--- src/rtl/calc_pkg.sv ---
// Shared calculator/ALU definitions: calculator opcodes, ALU control codes
// and the sequencer state encoding. Imported by the sequencer and decoder.
package calc_pkg;

    localparam logic [2:0] CALC_ADD     = 3'd0;
    localparam logic [2:0] CALC_SUB     = 3'd1;
    localparam logic [2:0] CALC_AND     = 3'd2;
    localparam logic [2:0] CALC_OR      = 3'd3;
    localparam logic [2:0] CALC_NOR     = 3'd4;
    localparam logic [2:0] CALC_SLT     = 3'd5;
    localparam logic [2:0] CALC_MUL     = 3'd6;
    localparam logic [2:0] CALC_ILLEGAL = 3'd7;

    // [3] Ainvert, [2] Bnegate/carry-in, [1:0] function select
    localparam logic [3:0] ALU_AND = 4'b0000;
    localparam logic [3:0] ALU_OR  = 4'b0001;
    localparam logic [3:0] ALU_ADD = 4'b0010;
    localparam logic [3:0] ALU_SUB = 4'b0110;
    localparam logic [3:0] ALU_SLT = 4'b0111;
    localparam logic [3:0] ALU_NOR = 4'b1100;

    typedef enum logic [1:0] {
        S_IDLE = 2'd0,
        S_EXEC = 2'd1,
        S_MUL  = 2'd2,
        S_DONE = 2'd3
    } state_t;

endpackage

--- src/rtl/alu_sequencer_if.sv ---
// Calculator command/response handshake bundle.
// master = front end (drives cmd_*, rsp_ready); slave = sequencer.
interface alu_sequencer_if #(
    parameter int W = 8
) ();

    logic           cmd_valid;
    logic           cmd_ready;
    logic [W-1:0]   cmd_a;
    logic [W-1:0]   cmd_b;
    logic [2:0]     cmd_op;

    logic           rsp_valid;
    logic           rsp_ready;
    logic [2*W-1:0] rsp_result;
    logic           rsp_zero;
    logic           rsp_carry;
    logic           rsp_overflow;
    logic           rsp_err;

    modport master (
        output cmd_valid, cmd_a, cmd_b, cmd_op, rsp_ready,
        input  cmd_ready, rsp_valid, rsp_result,
        input  rsp_zero, rsp_carry, rsp_overflow, rsp_err
    );

    modport slave (
        input  cmd_valid, cmd_a, cmd_b, cmd_op, rsp_ready,
        output cmd_ready, rsp_valid, rsp_result,
        output rsp_zero, rsp_carry, rsp_overflow, rsp_err
    );

endinterface

--- src/rtl/calc_op_decode.sv ---
// Combinational calculator opcode -> ALU control map.
// Ports: i_op (calc opcode) -> o_alu_op, o_is_mul, o_is_err.
module calc_op_decode
    import calc_pkg::*;
#(
    parameter bit ENABLE_MUL = 1'b1
) (
    input  logic [2:0] i_op,
    output logic [3:0] o_alu_op,
    output logic       o_is_mul,
    output logic       o_is_err
);

    always_comb begin
        o_alu_op = ALU_AND;
        o_is_mul = 1'b0;
        o_is_err = 1'b0;
        unique case (1'b1)
            (i_op == CALC_ADD): o_alu_op = ALU_ADD;
            (i_op == CALC_SUB): o_alu_op = ALU_SUB;
            (i_op == CALC_AND): o_alu_op = ALU_AND;
            (i_op == CALC_OR):  o_alu_op = ALU_OR;
            (i_op == CALC_NOR): o_alu_op = ALU_NOR;
            (i_op == CALC_SLT): o_alu_op = ALU_SLT;
            (i_op == CALC_MUL): begin
                if (ENABLE_MUL) begin
                    o_alu_op = ALU_ADD;
                    o_is_mul = 1'b1;
                end else begin
                    o_is_err = 1'b1;
                end
            end
            default: o_is_err = 1'b1;
        endcase
    end

endmodule

--- src/rtl/alu_sequencer.sv ---
// Drives an external W-bit ALU from calculator commands; multiply is done
// as W shift-add iterations through the ALU adder.
// Ports: i_clk, i_reset (sync, active-high), bus (cmd/rsp handshake),
// o_alu_a/o_alu_b/o_alu_op to the ALU, i_alu_* results/flags from the ALU.
module alu_sequencer
    import calc_pkg::*;
#(
    parameter int W          = 8,
    parameter bit ENABLE_MUL = 1'b1
) (
    input  logic          i_clk,
    input  logic          i_reset,
    alu_sequencer_if.slave bus,
    output logic [W-1:0]  o_alu_a,
    output logic [W-1:0]  o_alu_b,
    output logic [3:0]    o_alu_op,
    input  logic [W-1:0]  i_alu_result,
    input  logic          i_alu_zero,
    input  logic          i_alu_carry,
    input  logic          i_alu_overflow
);

    localparam int CW = $clog2(W) + 1;

    state_t           r_state;
    state_t           w_next;

    logic [W-1:0]     r_a;
    logic [W-1:0]     r_b;
    logic [3:0]       r_alu_op;
    logic [2*W-1:0]   r_p;
    logic [CW-1:0]    r_cnt;

    logic [2*W-1:0]   r_rsp_result;
    logic             r_rsp_zero;
    logic             r_rsp_carry;
    logic             r_rsp_overflow;
    logic             r_rsp_err;

    logic [3:0]       w_dec_op;
    logic             w_dec_mul;
    logic             w_dec_err;
    logic             w_accept;
    logic             w_mul_last;
    logic [2*W-1:0]   w_p_next;

    calc_op_decode #(
        .ENABLE_MUL (ENABLE_MUL)
    ) u_dec (
        .i_op     (bus.cmd_op),
        .o_alu_op (w_dec_op),
        .o_is_mul (w_dec_mul),
        .o_is_err (w_dec_err)
    );

    assign w_accept   = (r_state == S_IDLE) && bus.cmd_valid;
    assign w_mul_last = (r_cnt == CW'(W - 1));
    // Adder carry becomes the new top bit; product shifts right one place
    assign w_p_next   = {i_alu_carry, i_alu_result, r_p[W-1:1]};

    always_ff @(posedge i_clk) begin
        if (i_reset) begin
            r_state <= S_IDLE;
        end else begin
            r_state <= w_next;
        end
    end

    always_comb begin
        w_next = r_state;
        unique case (r_state)
            S_IDLE: begin
                if (w_accept) begin
                    if (w_dec_err)      w_next = S_DONE;
                    else if (w_dec_mul) w_next = S_MUL;
                    else                w_next = S_EXEC;
                end
            end
            S_EXEC: w_next = S_DONE;
            S_MUL:  if (w_mul_last) w_next = S_DONE;
            S_DONE: if (bus.rsp_ready) w_next = S_IDLE;
            default: w_next = S_IDLE;
        endcase
    end

    always_comb begin
        bus.cmd_ready = (r_state == S_IDLE);
        bus.rsp_valid = (r_state == S_DONE);
        o_alu_a       = '0;
        o_alu_b       = '0;
        o_alu_op      = ALU_AND;
        unique case (r_state)
            S_EXEC: begin
                o_alu_a  = r_a;
                o_alu_b  = r_b;
                o_alu_op = r_alu_op;
            end
            S_MUL: begin
                o_alu_a  = r_p[2*W-1:W];
                o_alu_b  = r_p[0] ? r_a : '0;
                o_alu_op = ALU_ADD;
            end
            default: ;
        endcase
    end

    always_ff @(posedge i_clk) begin
        if (i_reset) begin
            r_a            <= '0;
            r_b            <= '0;
            r_alu_op       <= ALU_AND;
            r_p            <= '0;
            r_cnt          <= '0;
            r_rsp_result   <= '0;
            r_rsp_zero     <= 1'b0;
            r_rsp_carry    <= 1'b0;
            r_rsp_overflow <= 1'b0;
            r_rsp_err      <= 1'b0;
        end else begin
            unique case (r_state)
                S_IDLE: begin
                    if (w_accept) begin
                        r_a            <= bus.cmd_a;
                        r_b            <= bus.cmd_b;
                        r_alu_op       <= w_dec_op;
                        r_p            <= {{W{1'b0}}, bus.cmd_b};
                        r_cnt          <= '0;
                        r_rsp_result   <= '0;
                        r_rsp_zero     <= 1'b0;
                        r_rsp_carry    <= 1'b0;
                        r_rsp_overflow <= 1'b0;
                        r_rsp_err      <= w_dec_err;
                    end
                end
                S_EXEC: begin
                    r_rsp_result   <= {{W{1'b0}}, i_alu_result};
                    r_rsp_zero     <= i_alu_zero;
                    r_rsp_carry    <= i_alu_carry;
                    r_rsp_overflow <= i_alu_overflow;
                end
                S_MUL: begin
                    r_p   <= w_p_next;
                    r_cnt <= r_cnt + 1'b1;
                    if (w_mul_last) begin
                        r_rsp_result   <= w_p_next;
                        r_rsp_zero     <= (w_p_next == '0);
                        r_rsp_carry    <= 1'b0;
                        r_rsp_overflow <= |w_p_next[2*W-1:W];
                    end
                end
                S_DONE: begin
                    if (bus.rsp_ready) begin
                        r_rsp_result   <= '0;
                        r_rsp_zero     <= 1'b0;
                        r_rsp_carry    <= 1'b0;
                        r_rsp_overflow <= 1'b0;
                        r_rsp_err      <= 1'b0;
                    end
                end
                default: ;
            endcase
        end
    end

    assign bus.rsp_result   = r_rsp_result;
    assign bus.rsp_zero     = r_rsp_zero;
    assign bus.rsp_carry    = r_rsp_carry;
    assign bus.rsp_overflow = r_rsp_overflow;
    assign bus.rsp_err      = r_rsp_err;

endmodule
--- src/flat_wrapper.sv ---
// flat-port wrapper written by rule: the top's interface ports become plain ports
module alu_sequencer_flat import calc_pkg::*;
#(
    parameter int W          = 8,
    parameter bit ENABLE_MUL = 1'b1
)
  (i_clk, i_reset, o_alu_a, o_alu_b, o_alu_op, i_alu_result, i_alu_zero, i_alu_carry, i_alu_overflow, bus_cmd_valid, bus_cmd_a, bus_cmd_b, bus_cmd_op, bus_rsp_ready, bus_cmd_ready, bus_rsp_valid, bus_rsp_result, bus_rsp_zero, bus_rsp_carry, bus_rsp_overflow, bus_rsp_err);
  alu_sequencer_if #(.W(W)) bus_i ();
  input  logic i_clk;
  input  logic i_reset;
  output logic [W-1:0] o_alu_a;
  output logic [W-1:0] o_alu_b;
  output logic [3:0] o_alu_op;
  input  logic [W-1:0] i_alu_result;
  input  logic i_alu_zero;
  input  logic i_alu_carry;
  input  logic i_alu_overflow;
  input wire logic [$bits(bus_i.cmd_valid)-1:0] bus_cmd_valid;
  input wire logic [$bits(bus_i.cmd_a)-1:0] bus_cmd_a;
  input wire logic [$bits(bus_i.cmd_b)-1:0] bus_cmd_b;
  input wire logic [$bits(bus_i.cmd_op)-1:0] bus_cmd_op;
  input wire logic [$bits(bus_i.rsp_ready)-1:0] bus_rsp_ready;
  output wire logic [$bits(bus_i.cmd_ready)-1:0] bus_cmd_ready;
  output wire logic [$bits(bus_i.rsp_valid)-1:0] bus_rsp_valid;
  output wire logic [$bits(bus_i.rsp_result)-1:0] bus_rsp_result;
  output wire logic [$bits(bus_i.rsp_zero)-1:0] bus_rsp_zero;
  output wire logic [$bits(bus_i.rsp_carry)-1:0] bus_rsp_carry;
  output wire logic [$bits(bus_i.rsp_overflow)-1:0] bus_rsp_overflow;
  output wire logic [$bits(bus_i.rsp_err)-1:0] bus_rsp_err;
  assign bus_i.cmd_valid = bus_cmd_valid;
  assign bus_i.cmd_a = bus_cmd_a;
  assign bus_i.cmd_b = bus_cmd_b;
  assign bus_i.cmd_op = bus_cmd_op;
  assign bus_i.rsp_ready = bus_rsp_ready;
  assign bus_cmd_ready = bus_i.cmd_ready;
  assign bus_rsp_valid = bus_i.rsp_valid;
  assign bus_rsp_result = bus_i.rsp_result;
  assign bus_rsp_zero = bus_i.rsp_zero;
  assign bus_rsp_carry = bus_i.rsp_carry;
  assign bus_rsp_overflow = bus_i.rsp_overflow;
  assign bus_rsp_err = bus_i.rsp_err;
  alu_sequencer #(.W(W), .ENABLE_MUL(ENABLE_MUL)) u_core (.i_clk(i_clk), .i_reset(i_reset), .bus(bus_i), .o_alu_a(o_alu_a), .o_alu_b(o_alu_b), .o_alu_op(o_alu_op), .i_alu_result(i_alu_result), .i_alu_zero(i_alu_zero), .i_alu_carry(i_alu_carry), .i_alu_overflow(i_alu_overflow));
endmodule
--- config.mk ---
export PLATFORM = sky130hd
export DESIGN_NAME = alu_sequencer_flat
export DESIGN_NICKNAME = d
export VERILOG_FILES = /design/src/rtl/calc_pkg.sv /design/src/rtl/alu_sequencer_if.sv /design/src/rtl/calc_op_decode.sv /design/src/rtl/alu_sequencer.sv /design/src/flat_wrapper.sv
export SDC_FILE = /design/constraint.sdc
export NUM_CORES = 1
export LEC_CHECK = 0
export ABC_AREA = 1
export CAP_MARGIN = 0
export CORE_ASPECT_RATIO = 0.75
export CORE_MARGIN = 4
export CORE_UTILIZATION = 41
export DETAILED_ROUTE_END_ITERATION = 10
export MAX_ROUTING_LAYER = met4
export PLACE_DENSITY = 0.72
export SYNTH_ARGS = -nofsm -noshare
export SYNTH_HDL_FRONTEND = slang
export SYNTH_SLANG_ARGS = --single-unit
--- constraint.sdc ---
create_clock -name i_clk -period 1.5 [get_ports i_clk]
set_input_delay 0.375 -clock i_clk [delete_from_list [all_inputs] [get_ports i_clk]]
set_output_delay 0.375 -clock i_clk [all_outputs]
set_load 0.02 [all_outputs]
Word-level counts from Yosys, hierarchy flattened:

Index checks and enable logic that the tools add are counted.

* add/sub/neg operators: 1
* reduce and logical (&&, ||, !) cells: 13
* equality and inequality tests: 13
* muxes and demuxes: 31

Operator list (number)
* $mux W16: 4
* $pmux W16 S4: 1
* $pmux W16 S2: 1
* $pmux W8 S2: 2
* $pmux W4 S5: 1
* $logic_not A16 Y1: 1
* $pmux W4 S2: 2
* $pmux W1 S4: 3
* $mux W2: 5
* $eq A3 B3 Y1 const B: 3
* $mux W1: 8
* $mux W8: 1
* $pmux W2 S4: 1
* $reduce_or A8 Y1: 1
* $reduce_or A7 Y1: 1
* $eq A3 B2 Y1 const B: 2
* $reduce_and A3 Y1: 2
* $add A4 B1 Y4 const B: 1
* $eq A2 B2 Y1 const B: 2
* $eq A4 B3 Y1 const B: 1
* $mux W4: 1
* $ne A2 B1 Y1 const B: 2
* $reduce_and A2 Y1: 2
* $reduce_bool A2 Y1: 2
* other kinds (8): 8

* flip-flop bits (word level): 62
* word-level logic and storage cells: 69
* output and inout bits: 42

Longest topological paths before layout:

Gate-level depths: netlist of run 1.

* depth in word-level cells: 6
* depth in mapped cells: 9
* gate-level depth less buffers: 9

By module:

From an unflattened synthesis of run 1, not the netlist that was laid out.

* cell total of the unflattened synthesis: 440
* area, all modules: 2974.1 um2

By module, submodules not included
* alu_sequencer: area each 2916.5 um2, cells each 425, times used 1
* calc_op_decode: area each 57.6 um2, cells each 15, times used 1

Least setup slack after synthesis of run 1:

Ideal clock, no wire load.

* path type: register to output
* from: register u_core.r_state[0]
* to: output o_alu_a[0]
* data arrival time: 1.421 ns
* stages on the path, launching flop included: 6
* path slack: -0.296 ns
* cells stage by stage: dfxtp_1 -> inv_1 -> ha_1 -> inv_2 -> buf_1 -> a21oi_1

* word-level cells in the longest chain between the ends: 2
* elaborated cells on any way between the ends: 3
* those cells by class: eq/ne (2); mux (1)

RTL lines
* from (decl): line alu_sequencer.sv:25 `state_t r_state;`
* from (signal assigned): line alu_sequencer.sv:65 `r_state <= w_next;`
* $eq A2 B2 Y1 or $eq A2 B1 Y1 (tied branches): line alu_sequencer.sv:92 `unique case (r_state)`
* $pmux W8 S2 *: line alu_sequencer.sv:92
* to (decl): line flat_wrapper.sv:11 `output logic [W-1:0] o_alu_a;`

Every way passes the cells marked *; elsewhere a longest branch is shown, timed or not.

Worst setup path in the final report of run 1:

* from: register u_core.r_state[0]
* to: output o_alu_b[3]

* word-level cells in the longest chain between the ends: 2
* elaborated cells on any way between the ends: 3
* those cells by class: eq/ne (2); mux (1)

RTL lines
* $eq A2 B2 Y1 or $eq A2 B1 Y1 (tied branches): line alu_sequencer.sv:92
* $pmux W8 S2 *: line alu_sequencer.sv:92
* to (decl): line flat_wrapper.sv:12 `output logic [W-1:0] o_alu_b;`

Marks and branches as above.

==> results of run 1 <==
## where the power goes
group / internal (uW) / total [uW] / switching (uW)
logic: 2470 / 5940 / 3470
clock network: 977 / 1650 / 673
registers: 2090 / 2460 / 375
total: 5540 / 10100 / 4520
## cells by family after synthesis
| logic type | after synthesis |
|---|---|
| flip-flops | 62 |
| AO/OA/AOI/OAI | 112 |
| AND/OR/NAND/NOR | 189 |
| adder cells (fa/ha/maj) | 5 |
| buffers and inverters | 47 |
## cell usage in the layout, fill, tap and decap left out, types with 3 or more instances in the layout
master and instances:
inv_2 4, nand2_8 3, o21ai_0 22, inv_8 3
a21oi_1 24, nand3_2 6, buf_8 4, nor2_2 4
buf_12 5, nor2_4 4, nand2_1 77, nand2_4 6
o21ai_1 4, clkbuf_8 10, nand3_4 4, o21ai_2 20
buf_6 27, a31oi_1 6, buf_4 43, clkdlybuf4s50_1 32
a21oi_2 16, nor2_1 50, nand2_2 20, nand3_1 13
inv_1 12, dfxtp_1 60, ha_4 3, dlygate4sd2_1 19
a21oi_4 17
## flip-flops by register name, indices dropped and copies added (netlist names)
signal / cells
u_core.r_alu_op: 4
u_core.bus.rsp_carry: 1
u_core.r_b: 8
u_core.r_a: 8
u_core.bus.rsp_result: 16
u_core.bus.rsp_err: 1
u_core.bus.rsp_overflow: 1
u_core.r_p: 16
u_core.bus.rsp_zero: 1
u_core.r_state: 2
u_core.r_cnt: 4
## layout make-up
class / instances / share of cell area
tap: 84 / 0.02063
multi-input combinational: 308 / 0.4010
sequential: 62 / 0.2451
timing repair inverter: 1 / 0.002210
clock inverter: 4 / 0.01375
inverter: 22 / 0.02210
timing repair buffer: 136 / 0.2667
clock buffer: 12 / 0.02849
## synth_stat cells (5+ instances only)
library cell    n  area share
clkbuf_1        8       0.010
inv_1          15       0.019
a31oi_1         6       0.013
buf_6           5       0.019
buf_2           9       0.016
o21ai_0        45       0.078
dfxtp_1        62        0.43
nand3_1        23       0.040
a21oi_1        57       0.099
nand2_1       103        0.13
ha_1            5       0.022
nor2_1         56       0.073
inv_2           7      0.0091
## stage by stage
step	area [sq um]	std cells	setup slack, ns
global placement	4230	593	-0.5267
detailed placement	4230	593	-0.5403
floorplan	3209	415	0.001260
finish	5095	629	-0.4244
CTS	4858	628	-0.4030
global route	5095	629	-0.4719
## layer usage
layer,up-vias,global-route usage
met3,37,0.07149
met5,-,-
met4,0,0.1140
li1,1628,-
met2,162,0.4123
met1,1652,0.3185
## path summary, 6_finish.rpt
kind	to	startpoint	slack, ns	cells past startpoint
min reg2reg	u_core.bus.rsp_result[2]	u_core.bus.rsp_result[2]	0.46	2
max	o_alu_b[3]	u_core.r_state[0]	-0.42	6
max reg2reg	u_core.bus.rsp_zero	u_core.r_state[0]	-0.22	12
min	u_core.bus.rsp_result[2]	u_core.bus.rsp_result[2]	0.46	2
## critical path, cell delays in order, from the launching register on
cell,delay [ns]
dfxtp_4,0.37
buf_4,0.12
ha_4,0.17
clkbuf_16,0.16
nand2_2,0.08
a21oi_4,0.17
buf_6,0.14
## timing repair
item	4_1_cts	5_1_grt
endpoints found under the setup margin	83	66
cloned	5	1
buffers inserted	15	3
resized for setup	232	68
pin swaps	22	23
==> flow_metrics.env, run 1 <==
export IMPL_cts_buffer_depth=2
export IMPL_status="finished, violations left"
export IMPL_synth_xor_area_frac=0
export IMPL_fin_worst_skew_ns=0.01079
export IMPL_synth_mux_area_frac=0
export IMPL_hold_path_class="flip-flop to flip-flop"
export IMPL_total_power_uw=10050
export IMPL_cts_tree="yes"
export IMPL_drv_slew=0
export IMPL_multi_input_area_sq_mm=0.002043
export IMPL_num_rows=26
export IMPL_final_min_clock_period_ns=1.924
export IMPL_grt_max_degree=25
export IMPL_hold_viol_final=0
export IMPL_synth_cells=415
export IMPL_drc_errors=0
export IMPL_viasPerCell=5.531
export IMPL_ys_types=24
export IMPL_num_fill_cells=478
export IMPL_cts_buffers=9
export IMPL_path_class="flip-flop to output pin"
export IMPL_track_usage=0.2620
export IMPL_powerDensity_mw_per_mm2=1973
export IMPL_relSlewSlack=0.7777
export IMPL_setup_tns_ns=-13.63
export IMPL_h_tree_depth=3
export IMPL_coreArea_sq_mm=0.006832
export IMPL_port_buffer_count=75
export IMPL_gp_congestion=0.8977
export IMPL_power_leakage_uw=0.002060
export IMPL_dp_hpwl_um=6704
export IMPL_wl_met2_um=5207
export IMPL_areaGrowthSynthToFinish_pct=76.28
export IMPL_required_ns=1.12
export IMPL_drtAntennaViolNets=0
export IMPL_die_y_um=80.71
export IMPL_vias=3479
export IMPL_synth_avg_cell_area_sq_um=6.965
export IMPL_cts_hold_buf=0
export IMPL_ff_latch_area_sq_mm=0.001249
export IMPL_post_route_period_util=1.283
export IMPL_synth_simple_gate_area_share=0.2675
export IMPL_irDropWorstVdd_mv=1.677
export IMPL_synth_compound_area_frac=0.2009
export IMPL_seq_area_frac_synth=0.4294
export IMPL_clk_pin_slew_ns=0.07
export IMPL_synth_cell_area_sq_mm=0.002890
export IMPL_num_io_pins=76
export IMPL_synthFlopType="dfxtp_1"
export IMPL_highest_layer="met4"
export IMPL_dieArea_sq_mm=0.008471
export IMPL_grt_pass1_wl_um=17030
export IMPL_initial_core_util=0.4231
export IMPL_drive_above_1_share=0.3982
export IMPL_synth_adder_area_share=0.02165
export IMPL_ys_warn_count=0
export IMPL_grt_setup_unrepaired="yes"
export IMPL_synthArstFlopShare=0
export IMPL_drtIter0Drc=259
export IMPL_setup_viol=61
export IMPL_first_pass_iters=5
export IMPL_final_nets=579
export IMPL_wire_per_inst_um=17.64
export IMPL_failed_checks="setup timing"
export IMPL_grt_pass1_vias=3428
export IMPL_cp_arrival_ns=1.55
export IMPL_grt_overflow_total=0
export IMPL_wl_met3_um=763
export IMPL_synth_top_family_by_area="simple AND/OR/NAND/NOR gates"
export IMPL_fp_dieW_um=105.0
export IMPL_cts_sinks=62
export IMPL_antenna_cells=0
export IMPL_tightest_slew_ns=0.3335
export IMPL_final_core_util=0.7458
export IMPL_max_freq_mhz=519.6
export IMPL_syn_nets=454
export IMPL_crit_path_end_kind="output pin"
export IMPL_cp_start_kind="flip-flop"
export IMPL_maxCapViolations=0
export IMPL_critPathMaxFanout=9
export IMPL_clk_latency_ns=0.35
export IMPL_layout_setup_ws_ns=-0.4244
export IMPL_ctsRootBufferMaster="clkbuf_8"
export IMPL_synth_edf_count=0
export IMPL_antenna_found_initial=0
export IMPL_whs_ns=0.4616
export IMPL_synth_seq_cells=62
export IMPL_wl_met1_um=4758
export IMPL_totalWireLength_um=11100
Power figures use the tool's default switching activity.
==> run 2, diff against run 1 <==
Settings changed: CAP_MARGIN 0 to 20, CTS_CLUSTER_SIZE set to 12, HOLD_SLACK_MARGIN set to 0.1.
==> results of run 2 <==
Final layout, timing and power as in run 1 (identical DEF).
